<file path="config.mk">
export PLATFORM = sky130hd
export DESIGN_NAME = blake2s_block_buf
export DESIGN_NICKNAME = d
export VERILOG_FILES = /design/src/rtl/blake2s_block_buf.sv
export SDC_FILE = /design/constraint.sdc
export NUM_CORES = 1
export LEC_CHECK = 0
export CAP_MARGIN = 40
export CORE_ASPECT_RATIO = 0.7
export CORE_UTILIZATION = 52
export DETAILED_ROUTE_END_ITERATION = 16
export HOLD_SLACK_MARGIN = 0.02
export PLACE_DENSITY_LB_ADDON = 0.05
export SKIP_LAST_GASP = 1
export SYNTH_ARGS = -nofsm -noshare
export SYNTH_HDL_FRONTEND = slang
export SYNTH_SLANG_ARGS = --single-unit
</file>
<file path="constraint.sdc">
create_clock -name clk -period 9.15 [get_ports clk]
set_input_delay 2.2875 -clock clk [delete_from_list [all_inputs] [get_ports clk]]
set_output_delay 2.2875 -clock clk [all_outputs]
set_load 0.01 [all_outputs]
</file>
<file path="src/rtl/blake2s_block_buf.sv">
// rtl/blake2s_block_buf.sv - BLAKE2s 64-byte message block buffer with offset counter
module blake2s_block_buf (
   input  logic        clk,
   input  logic        nreset,
   input  logic        data_v_i,
   input  logic [7:0]  data_i,
   input  logic [5:0]  data_idx_i,
   input  logic        block_first_i,
   input  logic        block_last_i,
   input  logic [63:0] ll_i,
   output logic        ready_o,
   output logic        blk_v_o,
   input  logic        blk_ready_i,
   input  logic        release_i,
   output logic        blk_first_o,
   output logic        blk_last_o,
   output logic [63:0] t_o,
   input  logic [3:0]  m_idx_i,
   output logic [31:0] m_o,
   output logic        err_o
);
   localparam logic [1:0] ST_FILL = 2'd0;
   localparam logic [1:0] ST_FULL = 2'd1;
   localparam logic [1:0] ST_BUSY = 2'd2;

   logic [1:0]  state_q;
   logic [5:0]  exp_q;
   logic [63:0] cnt_q;
   logic [31:0] words_q [16];

   logic        accept;
   logic        done;
   logic        new_msg;
   logic        bad_byte;
   logic [63:0] cnt_next;

   assign accept   = data_v_i && (state_q == ST_FILL);
   assign done     = accept && (data_idx_i == 6'd63);
   assign new_msg  = accept && (data_idx_i == 6'd0) && block_first_i;
   assign bad_byte = data_v_i && ((state_q != ST_FILL) || (data_idx_i != exp_q));
   assign cnt_next = block_first_i ? 64'd64 : cnt_q + 64'd64;

   assign ready_o = (state_q == ST_FILL);
   assign blk_v_o = (state_q == ST_FULL);
   assign m_o     = words_q[m_idx_i];

   always_ff @(posedge clk or negedge nreset) begin
      if (!nreset) begin
         state_q     <= ST_FILL;
         exp_q       <= 6'd0;
         cnt_q       <= 64'd0;
         t_o         <= 64'd0;
         blk_first_o <= 1'b0;
         blk_last_o  <= 1'b0;
         err_o       <= 1'b0;
      end else begin
         case (state_q)
            ST_FILL: if (done) state_q <= ST_FULL;
            ST_FULL: if (blk_ready_i) state_q <= ST_BUSY;
            ST_BUSY: if (release_i) state_q <= ST_FILL;
            default: state_q <= ST_FILL;
         endcase

         // Resynchronise on the received index; 63+1 wraps back to 0.
         if (accept) exp_q <= data_idx_i + 6'd1;

         if (done) begin
            cnt_q       <= cnt_next;
            t_o         <= block_last_i ? ll_i : cnt_next;
            blk_first_o <= block_first_i;
            blk_last_o  <= block_last_i;
         end

         if (new_msg) err_o <= 1'b0;
         else if (bad_byte) err_o <= 1'b1;
      end
   end

   // Word storage is deliberately not reset.
   always_ff @(posedge clk) begin
      if (accept) words_q[data_idx_i[5:2]][{data_idx_i[1:0], 3'b000} +: 8] <= data_i;
   end
endmodule

</file>
==> summary.md <==
| Metric | Value |
|---|---|
| CP top delay family | buffers and inverters |
| Worst slew pin tran | 977.8 ps |
| Synthesis-stage register bit count | 651 |
| Final-report max-slew violation count | 0 |
| Half-perimeter wire length after placement | 46400 um |
| Period utilisation layout | 78.00% |
| Average footprint of a synthesized cell | 15.82 um^2 |
| Synth Area in XOR/XNOR | 1.578% |
| CP Capture Type | primary output |
| Number of buffers inserted by port buffering | 189 |
| Internal reg-to-reg setup slack | 6120 ps |
| Buf+Inv Stages, Crit Path | 3 |
| Synth top area share | 55.40% |
| Final min period | 7137 ps |
| Count of pins on the block boundary | 190 |
| Number of iterations in the first detailed-routing pass | 6 |
| Commonest non-fill, non-tap cells in the layout | sky130_fd_sc_hd__edfxtp_1, sky130_fd_sc_hd__clkdlybuf4s50_1, sky130_fd_sc_hd__mux4_2 |
| Initial core utilization | 52.90% |
| Synthesis-to-finish area growth | 18.32% |
| Launch instance of the worst register-to-register path | cnt_q[6] |
| Grt total ovfl | 0 |
| P per Cell Area | 189.1 nW/um^2 |
| Cell chosen for the clock root | sky130_fd_sc_hd__clkbuf_16 |
| Post-detailed-route count of antenna-violating nets | 0 |
| Mean number of vias per cell | 6.202 |
| CP Max Fanout | 57 |
| Simple-gate share of the synthesized area | 10.19% |
| Fraction of registers with async set or reset after synthesis | 21.35% |
| TritonCTS Buffers | 59 |
| Clock edge transition at the registers on the reported setup and hold paths | 70 ps |
| Hold Vio Cnt, Final | 0 |
| Full die area | 54310 um^2 |
| Largest net degree at the start of global routing | 79 |
| Library cell with the largest summed area after synthesis | sky130_fd_sc_hd__edfxtp_1 |
| Core Area | 52460 um^2 |
| Start point of the worst min-delay path | t_o[7] |
| Max incr delay on CP | 560 ps |
| Leakage power figure | 0.01185 uW |
| Required time at the worst-slack endpoint | 6860 ps |
| Sequential cell area | 18850 um^2 |
| FILL cells | 3787 |
| Fraction of the mapped netlist area in adder cells | 0.2705% |
| Last weighted congestion value of the routability-driven placer | 0.8878 |
| Result of the run | complete, no violations |
| Via Count | 16850 |
| Clk Latency, worst-skew pair | 620 ps |
| Number of H-tree levels | 2 |
| Setup repair after global routing missed its margin | false |
| Area after DPL | 30890 um^2 |
| Number of standard cells in the final layout excluding fillers | 2717 |
| Final routed DRC violation total | 0 |
| Worst Hold Depth | 2 |
| Largest family of logic cells by synthesized area | multiplexers |
| Post-synthesis compound-gate area fraction | 4.644% |
| Number of setup buffers added after CTS | 0 |
| Max-cap violations | 0 |
| Critical path type | input port to primary output |
| Largest vdd supply drop | 0.1690 mV |
| Cell with the largest stage delay on the worst path | sky130_fd_sc_hd__clkbuf_8 |
| Cell count of the worst reg-to-reg path | 6 |
| Yosys synthesis warning count | 0 |
| Final non-filler cell area | 32830 um^2 |
| Global Route Usage Sum | 26.12% |
| Mapped Nets | 1849 |
| Area of the multi-input gates | 8361 um^2 |
| Count of routing violations after the opening detailed-route iteration | 1907 |
| Die height | 195.3 um |
| Post-synthesis mux area share | 13.39% |
| Util after Layout | 62.59% |
| Worst max-slew margin expressed relative to the limit | 34.27% |
| Number of library cell types mapped by synthesis | 61 |
| Cell-by-cell listing of the critical path | clkbuf_8, buf_12, mux4_2, mux4_2, clkdlybuf4s50_1 |
| Routed WL | 69740 um |
| Final TNS setup | 0 ps |
| Horizontal extent of the die | 278.1 um |
| Post-cts gate resize count | 0 |
| Sequential area share after synthesis | 67.94% |
| Wire length of the first global-routing pass | 105400 um |
| Number of hold buffers added after cts | 0 |
| Most common library cell in the layout ignoring fill and taps | sky130_fd_sc_hd__edfxtp_1 |
| WL/cell | 25.67 um |
| Number of placement rows | 70 |
| Clock sink count | 651 |
| Achievable Freq | 0.1401 GHz |
| Cell types with the largest area share after synthesis | sky130_fd_sc_hd__edfxtp_1, sky130_fd_sc_hd__mux4_2, sky130_fd_sc_hd__dfrtp_1 |
| Post-Synthesis Cell Area | 27750 um^2 |
| Cell type with the highest occurrence count on the critical path | sky130_fd_sc_hd__mux4_2 |
| Via count of the first global-routing pass | 16500 |
| Hold Crit Class | flop to flop |
| WHS Endpoint | t_o[7] |
| Fraction of layout cells with a size suffix above 1 | 18.81% |
| Bufs on Longest Clock Path | 3 |
| Final-stage net count | 2079 |
| CP startpoint kind | input port |
| Endpoint of the lowest-slack register-to-register path | t_o[52] |
| Syn Inst Count | 1754 |
| Synth Flop Type | sky130_fd_sc_hd__edfxtp_1 |
| Maximum clock skew at final layout | 16.32 ps |
| Arr. time, crit path | 4850 ps |
| Antenna violations before repair | 6 |
| Count of flip-flops with a built-in enable after synthesis | 512 |
| CTS tree | done |
| Number of failing setup endpoints in the final timing report | 0 |
| Cells after DPL | 2607 |
[worst register-to-register path, cell delays in order, from the launching register on]
cell                      delay, ps
sky130_fd_sc_hd__dfrtp_1        440
sky130_fd_sc_hd__ha_1           300
sky130_fd_sc_hd__nand4_1        320
sky130_fd_sc_hd__nor4_2         830
sky130_fd_sc_hd__nand2_1        410
sky130_fd_sc_hd__or4_1          580
sky130_fd_sc_hd__nand3_1         90
[metrics by stage]
stage	worst slack [ps]	hold slack (ps)	power, uW
after global routing	1860	503.3	6415
after detailed placement	1966	464.4	3793
after floorplan	2706	454.6	3555
after CTS	1960	480.1	6262
after global placement	1995	455.2	3778
final	2013	476.7	6207
[registers in the layout (all words and copies together) (netlist names)]
name	flops
words_q	512
cnt_q	64
t_o	64
exp_q	6
state_q	2
blk_first_o	1
blk_last_o	1
err_o	1
[how the worst max path moves through the flow]
stage	end	depth (start not counted)	start	slack [ps]
after floorplan	m_o[11]	4	m_idx_i[0]	2710
after global placement	m_o[13]	5	m_idx_i[0]	1990
after detailed placement	m_o[4]	5	m_idx_i[0]	1970
after CTS	m_o[13]	5	m_idx_i[0]	1960
after global routing	m_o[25]	5	m_idx_i[0]	1860
final	m_o[0]	5	m_idx_i[0]	2010
[area by class of cell]
| class | instances | share of cell area [%] |
|---|---|---|
| Sequential cell | 651 | 57.42 |
| Clock inverter | 45 | 1.360 |
| Multi-Input combinational cell | 966 | 25.46 |
| Clock buffer | 63 | 4.542 |
| Inverter | 21 | 0.2401 |
| Timing Repair Buffer | 285 | 8.353 |
| Antenna cell | 2 | 0.01524 |
| Tap cell | 684 | 2.607 |
[power by group]
part | switching, uW | internal [uW] | total, uW
sequential | 34.2 | 3240 | 3270
clock | 1100 | 1380 | 2480
combinational | 224 | 233 | 456
total | 1360 | 4850 | 6210
[synth_stat cells, drive strengths merged (10+ instances only)]
master / instances
a31oi: 14
or4: 14
inv: 18
o21ai: 71
xnor2: 26
nor2: 112
and3: 40
nand4: 41
or3: 14
xor2: 24
and2: 44
mux4: 160
nor3: 28
nor4: 24
o31ai: 26
edfxtp: 512
o211ai: 10
nand3: 65
nand2: 115
a21oi: 53
buf: 37
clkbuf: 79
dfrtp: 139
[per-layer routing]
metal	up-vias	routed length (um)	GRT usage [%]
li1	7352	-	-
met1	8730	31830	40.87
met2	670	31120	37.36
met3	100	5343	5.408
met4	0	1435	6.916
met5	-	0	0
[logic make-up after synthesis]
| logic type | count (synthesis) |
|---|---|
| DFF | 651 |
| AOI/OAI and AO/OA | 212 |
| and+or+nand+nor | 527 |
| buffers and inverters | 137 |
| muxes | 171 |
| adders and majority gates | 6 |
| xor gates and xnor gates | 50 |
Note: power is estimated with default switching activity, not from simulation.
